### src/rtl/reg_file_we.sv
// Resettable register file: one byte-enabled write port (active-low enable) and
// two registered read ports with write-first bypass, plus per-entry dirty flags.
module reg_file_we #(
    parameter int               WIDTH   = 8,
    parameter int               DEPTH   = 4,
    parameter logic [WIDTH-1:0] RST_VAL = '0
) (
    input  logic                       clk,
    input  logic                       rst_n,
    input  logic                       we_n,
    input  logic [$clog2(DEPTH)-1:0]   wr_addr,
    input  logic [WIDTH/8-1:0]         be,
    input  logic [WIDTH-1:0]           data_in,
    input  logic [$clog2(DEPTH)-1:0]   rd_addr_a,
    input  logic [$clog2(DEPTH)-1:0]   rd_addr_b,
    output logic [WIDTH-1:0]           data_out_a,
    output logic [WIDTH-1:0]           data_out_b,
    output logic [DEPTH-1:0]           dirty
);

    localparam int AW = $clog2(DEPTH);
    localparam int NB = WIDTH / 8;

    logic [WIDTH-1:0] mem [DEPTH];
    logic             wr_hit;
    logic [WIDTH-1:0] wr_merged;

    function automatic logic [WIDTH-1:0] merge_bytes(
        input logic [WIDTH-1:0] old_val,
        input logic [WIDTH-1:0] new_val,
        input logic [NB-1:0]    lane_en
    );
        logic [WIDTH-1:0] res;
        res = old_val;
        for (int k = 0; k < NB; k++) begin
            if (lane_en[k]) res[8*k +: 8] = new_val[8*k +: 8];
        end
        return res;
    endfunction

    // Merged post-write entry value; also feeds the read bypass so both ports see write-first data.
    always_comb begin
        wr_hit    = !we_n && (be != '0);
        wr_merged = merge_bytes(mem[wr_addr], data_in, be);
    end

    always_ff @(posedge clk or negedge rst_n) begin
        if (!rst_n) begin
            for (int i = 0; i < DEPTH; i++) mem[i] <= RST_VAL;
            dirty      <= '0;
            data_out_a <= RST_VAL;
            data_out_b <= RST_VAL;
        end else begin
            if (wr_hit) begin
                mem[wr_addr]   <= wr_merged;
                dirty[wr_addr] <= 1'b1;
            end
            data_out_a <= (wr_hit && (rd_addr_a == wr_addr)) ? wr_merged : mem[rd_addr_a];
            data_out_b <= (wr_hit && (rd_addr_b == wr_addr)) ? wr_merged : mem[rd_addr_b];
        end
    end

    logic unused_aw;
    assign unused_aw = (AW > 0) ? 1'b0 : 1'b1;

endmodule

### config.mk
export PLATFORM = sky130hd
export DESIGN_NAME = reg_file_we
export DESIGN_NICKNAME = d
export VERILOG_FILES = /design/src/rtl/reg_file_we.sv
export SDC_FILE = /design/constraint.sdc
export NUM_CORES = 1
export LEC_CHECK = 0
export BUFFER_PORTS_ARGS = -buffer_cell sky130_fd_sc_hd__buf_4
export CORE_MARGIN = 4
export CORE_UTILIZATION = 57
export CTS_CLUSTER_SIZE = 24
export DETAILED_ROUTE_END_ITERATION = 12
export PLACE_DENSITY = 0.81
export REMOVE_ABC_BUFFERS = 1
export SLEW_MARGIN = 20
export SYNTH_ARGS = -nofsm -noshare
export SYNTH_HDL_FRONTEND = slang
export SYNTH_SLANG_ARGS = --single-unit
### constraint.sdc
create_clock -name clk -period 1.4 [get_ports clk]
set_input_delay 0.14 -clock clk [delete_from_list [all_inputs] [get_ports clk]]
set_output_delay 0.14 -clock clk [all_outputs]
set_load 0.02 [all_outputs]
==> metrics, run 1 <==
run status completed; most frequent standard cell in the layout excluding fill and tap cells sky130_fd_sc_hd__buf_4; floorplan die width 76.96 um; clock edge transition at the registers on the reported setup and hold paths 0.09 ns; critical register-to-register path startpoint mem[25]$_DFFE_PN0P_; wire length per cell after detailed routing 18.98 um; worst setup path start mem[25]$_DFFE_PN0P_; worst-path fanout max 4; Power, Total 4385 uW; post-detailed-route DRC marker count 0; Layout Nets 273; worst hold slack 0.1362 ns; async set-reset flop share out of synthesis 1.000; WP data arrival 1.47 ns; dominant cell type by area after synthesis sky130_fd_sc_hd__dfrtp_1; Final GP Congestion 0.7598; EDFF count, synth 0; top cell type's share of synthesized area 0.4801; cell area after synthesis 2710 sq um; synth warn 0; number of vias per cell after detailed routing 5.948; CP required 1.59 ns; final hold violations 0; synthesized flop and latch total 52; final antenna-violating net count 0; count of maximum capacitance violations 0; min Tclk post-route 1.281 ns; # rows 24; Max Buffers Root-to-Sink 2; cts bufs inserted 5; average cell area after synthesis 13.22 sq um; number of slew-limit violations in the final report 0; clock insertion delay at the later pin of the skew report 0.30 ns; hold_sp data_in[5]; detailed-router iteration count before antenna repair 4; leakage power figure 0.001455 uW; highest attainable clock frequency 780.5 MHz; worst hold-check path type in -> reg; number of setup violations in the final report 0; TritonCTS clock tree yes; Peak supply drop 0.6251 mV; Least-Margin Pin Slew 0.6476 ns; Total Die Area 5922 sq um; Most used DFF post-synth sky130_fd_sc_hd__dfrtp_1; diode count 0; aggregate global routing overflow 0; total clock sinks 52; library cells used by synthesis 30; core region area 4474 sq um; I/O pins 38; Filler Cells Inserted 327; first-iteration detailed-routing DRC count 98; Setup TNS 0 ns; leading cell types by total area after synthesis sky130_fd_sc_hd__dfrtp_1 (48%), sky130_fd_sc_hd__mux4_2 (13%), sky130_fd_sc_hd__mux2_2 (5.0%); number of gates given a new drive strength after cts 0; gr usage total 0.2160; DPL Wire Length 4142 um; area added between synthesis and finish 19.34%; sum of routed wire length over all layers 5847 um; kind of start point of the critical path flip-flop; most used cells in the layout excluding fill and tap cells sky130_fd_sc_hd__buf_4 (54), sky130_fd_sc_hd__dfrtp_1 (52), sky130_fd_sc_hd__a21oi_1 (18); # H-tree levels 2; die height 76.96 um; post-synthesis sequential area ratio 0.4801; wire length of the first global-routing pass 9915 um; setup repair after global routing missed its margin false; count of buffers inserted at the top-level ports 37; worst slew margin relative to its limit 0.5683; initial antenna violation count 0; Crit Path Category reg -> reg; critical path capture point type flip-flop; post-synthesis instance total 205; Root Buffer Master sky130_fd_sc_hd__clkbuf_8; largest net degree at the start of global routing 53; number of vias in the routed layout 1832; fraction of final layout cells with drive strength greater than 1 0.4570; fin crit share 0.9152; total power density per cell area 1356 nW/um^2; effective utilization at floorplan 0.6057; vias in the first global route 1960; clock skew 0.003285 ns
-- routing by layer --
layer,vias to the layer above,routed length (um),global-route usage
li1,846,-,-
met1,926,2378,0.2649
met2,47,3079,0.3807
met3,13,272,0.04918
met4,0,116,0.06159
met5,-,0,0
-- synth_stat cells (all sizes together) (4+ instances only) --
cell	instances
a21o	6
a21oi	20
buf	12
dfrtp	52
mux2	20
mux2i	8
mux4	16
nand2	16
nor2	13
nor2b	8
o21ai	16
xnor2	4
-- final timing paths --
path | end | cells after the start | slack, ns
hold / removal | mem[21]$_DFFE_PN0P_ | 3 | 0.14
setup reg to reg | data_out_b[1]$_DFF_PN0_ | 2 | 0.12
setup / recovery | data_out_b[1]$_DFF_PN0_ | 2 | 0.12
min in group asynchronous | data_out_a[6]$_DFF_PN0_ | 2 | 0.41
max in group asynchronous | mem[17]$_DFFE_PN0P_ | 2 | 0.57
hold reg to reg | dirty[1]$_DFFE_PN0P_ | 1 | 0.48
-- registers in the layout, indices dropped and copies added (netlist names) --
signal      count
mem            32
data_out_b      8
dirty           4
data_out_a      8
-- stage by stage --
step	area (sq um)	std cells	utilization	worst slack [ns]
after floorplan	2600	191	-	-0.4878
after global placement	3117	299	0.6966	0.1119
after detailed placement	3117	299	0.6966	0.07755
after CTS	3234	308	0.7229	0.1078
after global routing	3234	308	0.7229	0.07942
final	3234	308	0.7229	0.1187
-- worst max-delay path, stage by stage (launching register included) --
cell                      delay (ns)
sky130_fd_sc_hd__dfrtp_1        0.42
sky130_fd_sc_hd__mux4_2         0.48
sky130_fd_sc_hd__mux2_4         0.27
-- report_power, final --
group | leakage (uW) | switching (uW) | total [uW] | internal [uW]
clock network | 0.0000552 | 491 | 1020 | 531
logic | 0.000809 | 602 | 1320 | 719
registers | 0.000590 | 215 | 2040 | 1830
total | 0.00145 | 1310 | 4380 | 3080
-- area by class of cell --
class	count	area [sq um]	share of cell area
clock buffer	6	72.57	0.02244
clock inverter	2	35.03	0.01083
multi-input combinational	139	1305	0.4035
sequential	52	1301	0.4023
tap	52	65.06	0.02012
timing repair buffer	57	455.4	0.1408
-- repair_timing --
item / CTS / global route
hold buffers: 1 / 0
endpoints found under the hold margin: 52 / 0
buffers inserted: 0 / 0
-- cells by family (layout without fill, tap and decap cells) --
group	after synthesis	after routing	share of synthesized area
compound gates	42	42	0.09696
buf+inv	14	65	0.04062
flops	52	52	0.4801
xor+xnor	4	4	0.01986
mux	44	44	0.2567
simple gates	49	49	0.1057
No activity file was read; power rests on OpenSTA's default activity.
==> inputs of run 2 (changes only) <==
Settings changed: ABC_AREA from default to 1, MAX_ROUTING_LAYER from default to met4.
==> metrics, run 2 <==
total power density per cell area 1227 nW/um^2 (was 1356 nW/um^2); hold_sp data_in[7] (was data_in[5]); total area of multi-input combinational cells 1287 sq um (was 1305 sq um); number of gates given a new drive strength after cts 0 (unchanged); core region area 4786 sq um (was 4474 sq um); worst setup timing slack at the placement stage 0.2075 ns (was 0.07755 ns); leakage power figure 0.001565 uW (was 0.001455 uW); min Tclk post-route 1.011 ns (was 1.281 ns); cts bufs inserted 5 (unchanged); Crit Path Category reg -> out (was reg -> reg); Critical path buffers and inverters 1 (was 0); count of buffers inserted at the top-level ports 37 (unchanged); peak per-stage delay on the critical path 0.40 ns (was 0.48 ns); registers with the most flip-flops mem x32, data_out_a x8, data_out_b x8 (unchanged); synthesized flop and latch total 52 (unchanged); Least-Margin Pin Slew 0.6400 ns (was 0.6476 ns); worst slew margin relative to its limit 0.5733 (was 0.5683); Filler Cells Inserted 389 (was 327); TritonCTS clock tree yes (unchanged); leading cell types by total area after synthesis sky130_fd_sc_hd__dfrtp_1 (46%), sky130_fd_sc_hd__nand2_1 (11%), sky130_fd_sc_hd__nand4_1 (9.7%) (was sky130_fd_sc_hd__dfrtp_1 (48%), sky130_fd_sc_hd__mux4_2 (13%), sky130_fd_sc_hd__mux2_2 (5.0%)); dominant cell type by area after synthesis sky130_fd_sc_hd__dfrtp_1 (unchanged); wire length per cell after detailed routing 15.58 um (was 18.98 um); kind of start point of the critical path flip-flop (unchanged); detailed-router iteration count before antenna repair 5 (was 4); run status completed (unchanged); worst setup path start data_out_a[7]$_DFF_PN0_ (was mem[25]$_DFFE_PN0P_); # rows 25 (was 24); Most used DFF post-synth sky130_fd_sc_hd__dfrtp_1 (unchanged); most frequent cell after synthesis sky130_fd_sc_hd__nand2_1 (was sky130_fd_sc_hd__dfrtp_1); average cell area after synthesis 8.064 sq um (was 13.22 sq um); Final GP Congestion 1.008 (was 0.7598); cell area after synthesis 2846 sq um (was 2710 sq um); highest attainable clock frequency 988.7 MHz (was 780.5 MHz); Largest register FFs 32 (unchanged); initial antenna violation count 0 (unchanged); CP delay by family, top flip-flops (was multiplexers); series of cell instances along the critical path buf_4 (was mux4_2 -> mux2_4); wire length of the first global-routing pass 11860 um (was 9915 um); Setup TNS 0 ns (unchanged); Post-Route Utilization 0.6813 (was 0.7229); Max Buffers Root-to-Sink 2 (unchanged); die height 78.67 um (was 76.96 um); total clock sinks 52 (unchanged); final antenna-violating net count 0 (unchanged); fraction of final layout cells with drive strength greater than 1 0.2083 (was 0.4570); Layout Nets 401 (was 273); setup repair after global routing missed its margin false (unchanged); Total Die Area 6188 sq um (was 5922 sq um); cell types with the highest counts after synthesis sky130_fd_sc_hd__nand2_1 (86), sky130_fd_sc_hd__dfrtp_1 (52), sky130_fd_sc_hd__nand4_1 (44) (was sky130_fd_sc_hd__dfrtp_1 (52), sky130_fd_sc_hd__a21oi_1 (18), sky130_fd_sc_hd__mux4_2 (16), sky130_fd_sc_hd__nand2_1 (16), sky130_fd_sc_hd__nor2_1 (13)); gr usage total 0.2515 (was 0.2160); worst hold slack 0.1260 ns (was 0.1362 ns); area of all sequential standard cells 1301 sq um (unchanged); sum of routed wire length over all layers 7025 um (was 5847 um); top cell type's share of synthesized area 0.4571 (was 0.4801); worst hold-check path type in -> reg (unchanged); aggregate global routing overflow 0 (unchanged); number of vias in the routed layout 2558 (was 1832); count of maximum capacitance violations 0 (unchanged); library cells used by synthesis 23 (was 30); number of vias per cell after detailed routing 5.672 (was 5.948); post-synthesis sequential area ratio 0.4571 (was 0.4801); largest net degree at the start of global routing 53 (unchanged); setup slack after layout 0.3886 ns (was 0.1187 ns); number of slew-limit violations in the final report 0 (unchanged); DPL Wire Length 5004 um (was 4142 um); critical path capture point type output port (was flip-flop); vias in the first global route 2352 (was 1960); most used cells in the layout excluding fill and tap cells sky130_fd_sc_hd__nand2_1 (86), sky130_fd_sc_hd__dfrtp_1 (52), sky130_fd_sc_hd__nand4_1 (44) (was sky130_fd_sc_hd__buf_4 (54), sky130_fd_sc_hd__dfrtp_1 (52), sky130_fd_sc_hd__a21oi_1 (18)); effective utilization at floorplan 0.5948 (was 0.6057); Peak supply drop 0.6785 mV (was 0.6251 mV); Root Buffer Master sky130_fd_sc_hd__clkbuf_8 (unchanged); worst-path fanout max 1 (was 4); critical register-to-register path startpoint mem[18]$_DFFE_PN0P_ (was mem[25]$_DFFE_PN0P_); post-synthesis instance total 353 (was 205); Power, Total 4002 uW (was 4385 uW); I/O pins 38 (unchanged); # H-tree levels 2 (unchanged); synth warn 0 (unchanged); EDFF count, synth 0 (unchanged); diode count 0 (unchanged); first-iteration detailed-routing DRC count 196 (was 98); final hold violations 0 (unchanged); clock edge transition at the registers on the reported setup and hold paths 0.10 ns (was 0.09 ns); cell with the largest stage delay on the worst path sky130_fd_sc_hd__dfrtp_1 (was sky130_fd_sc_hd__mux4_2); clock insertion delay at the later pin of the skew report 0.31 ns (was 0.30 ns); fin crit share 0.7225 (was 0.9152); WP data arrival 0.87 ns (was 1.47 ns); Biggest register mem (unchanged); area added between synthesis and finish 14.55% (was 19.34%); CP required 1.26 ns (was 1.59 ns); most frequent standard cell in the layout excluding fill and tap cells sky130_fd_sc_hd__nand2_1 (was sky130_fd_sc_hd__buf_4); clock skew 0.007137 ns (was 0.003285 ns); floorplan die width 78.67 um (was 76.96 um); async set-reset flop share out of synthesis 1.000 (unchanged); number of setup violations in the final report 0 (unchanged); post-detailed-route DRC marker count 0 (unchanged)
[run 2: power breakdown]
group | switching, uW | leakage, uW | internal (uW)
combinational | 678 | 0.000889 | 379
sequential | 144 | 0.000621 | 1770
clock | 489 | 0.0000558 | 540
total | 1310 | 0.00157 | 2690
[run 2: logic make-up (layout without fill, tap and decap cells)]
kind of cell	count (synthesis)	count (layout)	share of synthesized area
and+or+nand+nor	163	163	0.2998
AOI/OAI and AO/OA	81	81	0.1468
xor gates and xnor gates	1	1	0.005716
buffers and inverters	56	87	0.09055
DFF	52	52	0.4571
[run 2: what timing repair did]
action,CTS,global route
setup buffers,0,0
endpoints found under the hold margin,52,0
hold buffers,1,0
[run 2: area by class of cell]
class,instances,share of cell area
Clock inverter,2,0.01190
Clock buffer,6,0.02226
Sequential cell,52,0.3991
Tap cell,67,0.02571
Inverter,37,0.04490
Timing Repair Buffer,42,0.1013
Multi-Input combinational cell,245,0.3949
[run 2: path summary, 6_finish.rpt]
path	cells after the start	slack (ns)	to
worst max register to register	6	0.41	data_out_b[2]$_DFF_PN0_
worst max-delay path	1	0.39	data_out_a[7]
min in group asynchronous	2	0.40	mem[22]$_DFFE_PN0P_
max in group asynchronous	2	0.55	mem[13]$_DFFE_PN0P_
worst min register to register	1	0.47	dirty[0]$_DFFE_PN0P_
worst min-delay path	3	0.13	mem[31]$_DFFE_PN0P_
[run 2: stage by stage]
| step | instances | instance area (sq um) |
|---|---|---|
| 2_1_floorplan | 334 | 2735 |
| 3_3_place_gp | 442 | 3139 |
| 3_5_place_dp | 442 | 3139 |
| 4_1_cts | 451 | 3261 |
| 5_1_grt | 451 | 3261 |
| 6_report | 451 | 3261 |
[run 2: metal layers]
layer | GRT usage | vias up | wire length, um | part of all wire
met1 | 0.3585 | 1177 | 3095 | 0.44
met3 | 0.04472 | 8 | 565 | 0.080
met5 | - | - | 0 | 0
met4 | 0.07168 | 0 | 73 | 0.010
met2 | 0.3701 | 118 | 3290 | 0.47
li1 | - | 1255 | - | -
==> inputs of run 3 (changes only) <==
Settings changed: ABC_AREA 1 to 0.
Clock period 1.4 ns to 0.96 ns, I/O delays scaled along.
==> metrics, run 3 (synthesized netlist as in run 1, its figures left out) <==
Critical path buffers and inverters 0 (was 1); clock insertion delay at the later pin of the skew report 0.31 ns (about the same); setup slack after layout -0.3094 ns (was 0.3886 ns); first-iteration detailed-routing DRC count 76 (was 196); I/O pins 38 (unchanged); Least-Margin Pin Slew 0.3109 ns (was 0.6400 ns); clock skew 0.004808 ns (was 0.007137 ns); Placed Cells 335 (was 442); peak per-stage delay on the critical path 0.48 ns (was 0.40 ns); number of vias per cell after detailed routing 5.779 (was 5.672); Largest register FFs 32 (unchanged); sum of routed wire length over all layers 6725 um (was 7025 um); gr usage total 0.2390 (was 0.2515); violations in the final reports setup timing; critical register-to-register path startpoint mem[2]$_DFFE_PN0P_ (was mem[18]$_DFFE_PN0P_); clock edge transition at the registers on the reported setup and hold paths 0.10 ns (about the same); CP delay by family, top multiplexers (was flip-flops); final antenna-violating net count 0 (unchanged); min Tclk post-route 1.269 ns; Max Buffers Root-to-Sink 2 (unchanged); run status finished with violations (was completed); most frequent standard cell in the layout excluding fill and tap cells sky130_fd_sc_hd__buf_4 (was sky130_fd_sc_hd__nand2_1); leakage power figure 0.001741 uW (was 0.001565 uW); Final GP Congestion 0.8034 (was 1.008); effective utilization at floorplan 0.6057 (was 0.5948); floorplan die width 76.96 um (was 78.67 um); registers with the most flip-flops mem x32, data_out_a x8, data_out_b x8 (unchanged); kind of start point of the critical path flip-flop (unchanged); Biggest register mem (unchanged); die height 76.96 um (was 78.67 um); final non-filler cell total 348 (was 451); detailed-router iteration count before antenna repair 5 (unchanged); Filler Cells Inserted 236 (was 389); wire length per cell after detailed routing 19.32 um (was 15.58 um); total area of multi-input combinational cells 1446 sq um (was 1287 sq um); Root Buffer Master sky130_fd_sc_hd__clkbuf_8 (unchanged); Setup crit end data_out_b[2]$_DFF_PN0_ (was data_out_a[7]); area added between synthesis and finish 39.84% (was 14.55%); total power density per cell area 1875 nW/um^2 (was 1227 nW/um^2); DPL Wire Length 4468 um (was 5004 um); worst slew margin relative to its limit 0.7898 (was 0.5733); worst setup path start mem[2]$_DFFE_PN0P_ (was data_out_a[7]$_DFF_PN0_); count of buffers inserted at the top-level ports 37 (unchanged); series of cell instances along the critical path mux4_2 -> mux2_4 (was buf_4); critical path capture point type flip-flop (was output port); largest net degree at the start of global routing 53 (unchanged); # rows 24 (was 25); number of slew-limit violations in the final report 0 (unchanged); TritonCTS clock tree yes (unchanged); diode count 0 (unchanged); cell with the largest stage delay on the worst path sky130_fd_sc_hd__mux4_2 (was sky130_fd_sc_hd__dfrtp_1); cell count of the worst reg-to-reg path 2 (was 6); worst reg2reg path endpoint data_out_b[2]$_DFF_PN0_ (unchanged); WP data arrival 1.47 ns (was 0.87 ns); fraction of final layout cells with drive strength greater than 1 0.5845 (was 0.2083); core region area 4474 sq um (was 4786 sq um); aggregate global routing overflow 0 (unchanged); CP required 1.16 ns (was 1.26 ns); Peak supply drop 1.308 mV (was 0.6785 mV); number of vias in the routed layout 2011 (was 2558); worst-path fanout max 3 (was 1); setup repair after global routing missed its margin true (was false); Total Die Area 5922 sq um (was 6188 sq um); Worst path depth 2 (was 1); wire length of the first global-routing pass 10470 um (was 11860 um); count of maximum capacitance violations 0 (unchanged); highest attainable clock frequency 787.8 MHz; # H-tree levels 2 (unchanged); register-to-register path setup slack -0.31 ns (was 0.41 ns); number of setup violations in the final report 32 (was 0); final hold violations 0 (unchanged); initial antenna violation count 0 (unchanged); most used cells in the layout excluding fill and tap cells sky130_fd_sc_hd__buf_4 (62), sky130_fd_sc_hd__dfrtp_1 (52), sky130_fd_sc_hd__buf_6 (31) (was sky130_fd_sc_hd__nand2_1 (86), sky130_fd_sc_hd__dfrtp_1 (52), sky130_fd_sc_hd__nand4_1 (44)); area of all sequential standard cells 1301 sq um (unchanged); worst hold-check path type in -> reg (unchanged); cts bufs inserted 5 (unchanged); post-detailed-route DRC marker count 0 (unchanged); total clock sinks 52 (unchanged); Crit Path Category reg -> reg (was reg -> out); fin crit share 1.322; Layout Nets 313 (was 401); vias in the first global route 2118 (was 2352); worst setup timing slack at the placement stage -0.3054 ns (was 0.2075 ns)
## run 3: cell types whose count changed in the layout (fill, tap and decap cells not counted), moves of 22 or more
cell                      delta
sky130_fd_sc_hd__buf_4      +22
sky130_fd_sc_hd__inv_1      -25
sky130_fd_sc_hd__nand4_1    -44
sky130_fd_sc_hd__o21ai_0    -41
sky130_fd_sc_hd__nand2_1    -70
sky130_fd_sc_hd__buf_6      +31
## run 3: cell type report
cell class / count / share of cell area
multi-input cells: 139 / 0.3816
flip-flops and latches: 52 / 0.3433
repair buffers: 97 / 0.2334
clock buffers: 6 / 0.02179
well taps: 52 / 0.01717
clock inverters: 2 / 0.002641
## run 3: worst reg2reg max path: cells and delay by family (launching register included)
kind	cells	cell delay, ns
DFF	1	0.42
muxes	2	0.75
## run 3: worst min-delay path by stage
stage,cells after the start,from,end
final,4,data_in[5],mem[29]$_DFFE_PN0P_
after global routing,4,data_in[4],mem[4]$_DFFE_PN0P_
after CTS,4,data_in[5],mem[29]$_DFFE_PN0P_
after detailed placement,2,rst_n,data_out_a[6]$_DFF_PN0_
after global placement,2,rst_n,dirty[0]$_DFFE_PN0P_
after floorplan,0,rst_n,data_out_a[0]$_DFF_PN0_
## run 3: power breakdown
part | internal, uW | switching [uW] | leakage (uW) | total, uW
Combinational | 1680 | 1120 | 0.00110 | 2800
Clock | 577 | 732 | 0.0000510 | 1310
Sequential | 2670 | 333 | 0.000590 | 3000
## run 3: per-layer routing
metal,up-vias,track usage,part of all wire
met5,-,-,0
li1,927,-,-
met4,0,0.06703,0.020
met1,1008,0.2732,0.41
met2,60,0.4260,0.54
met3,16,0.04801,0.035
## run 3: per-stage QoR
| stage | hold slack (ns) | util | instance area [sq um] | total power, uW | TNS [ns] |
|---|---|---|---|---|---|
| 6_report | 0.1959 | 0.8470 | 3790 | 7106 | -7.398 |
| 5_1_grt | 0.2008 | 0.8470 | 3790 | 7487 | -8.753 |
| 4_1_cts | 0.1893 | 0.8037 | 3596 | 6751 | -7.210 |
| 3_5_place_dp | 0.09388 | 0.7598 | 3400 | 5274 | -11.11 |
| 3_3_place_gp | 0.09185 | 0.7598 | 3400 | 5164 | -10.08 |
| 2_1_floorplan | -0.1996 | - | 2600 | 4178 | -10.70 |
## run 3: what timing repair did
action,CTS,global route
pin swaps,12,13
endpoints found under the hold margin,52,0
gates resized for setup,19,43
setup endpoints to repair,35,54
hold buffers,1,0
buffers inserted,3,1
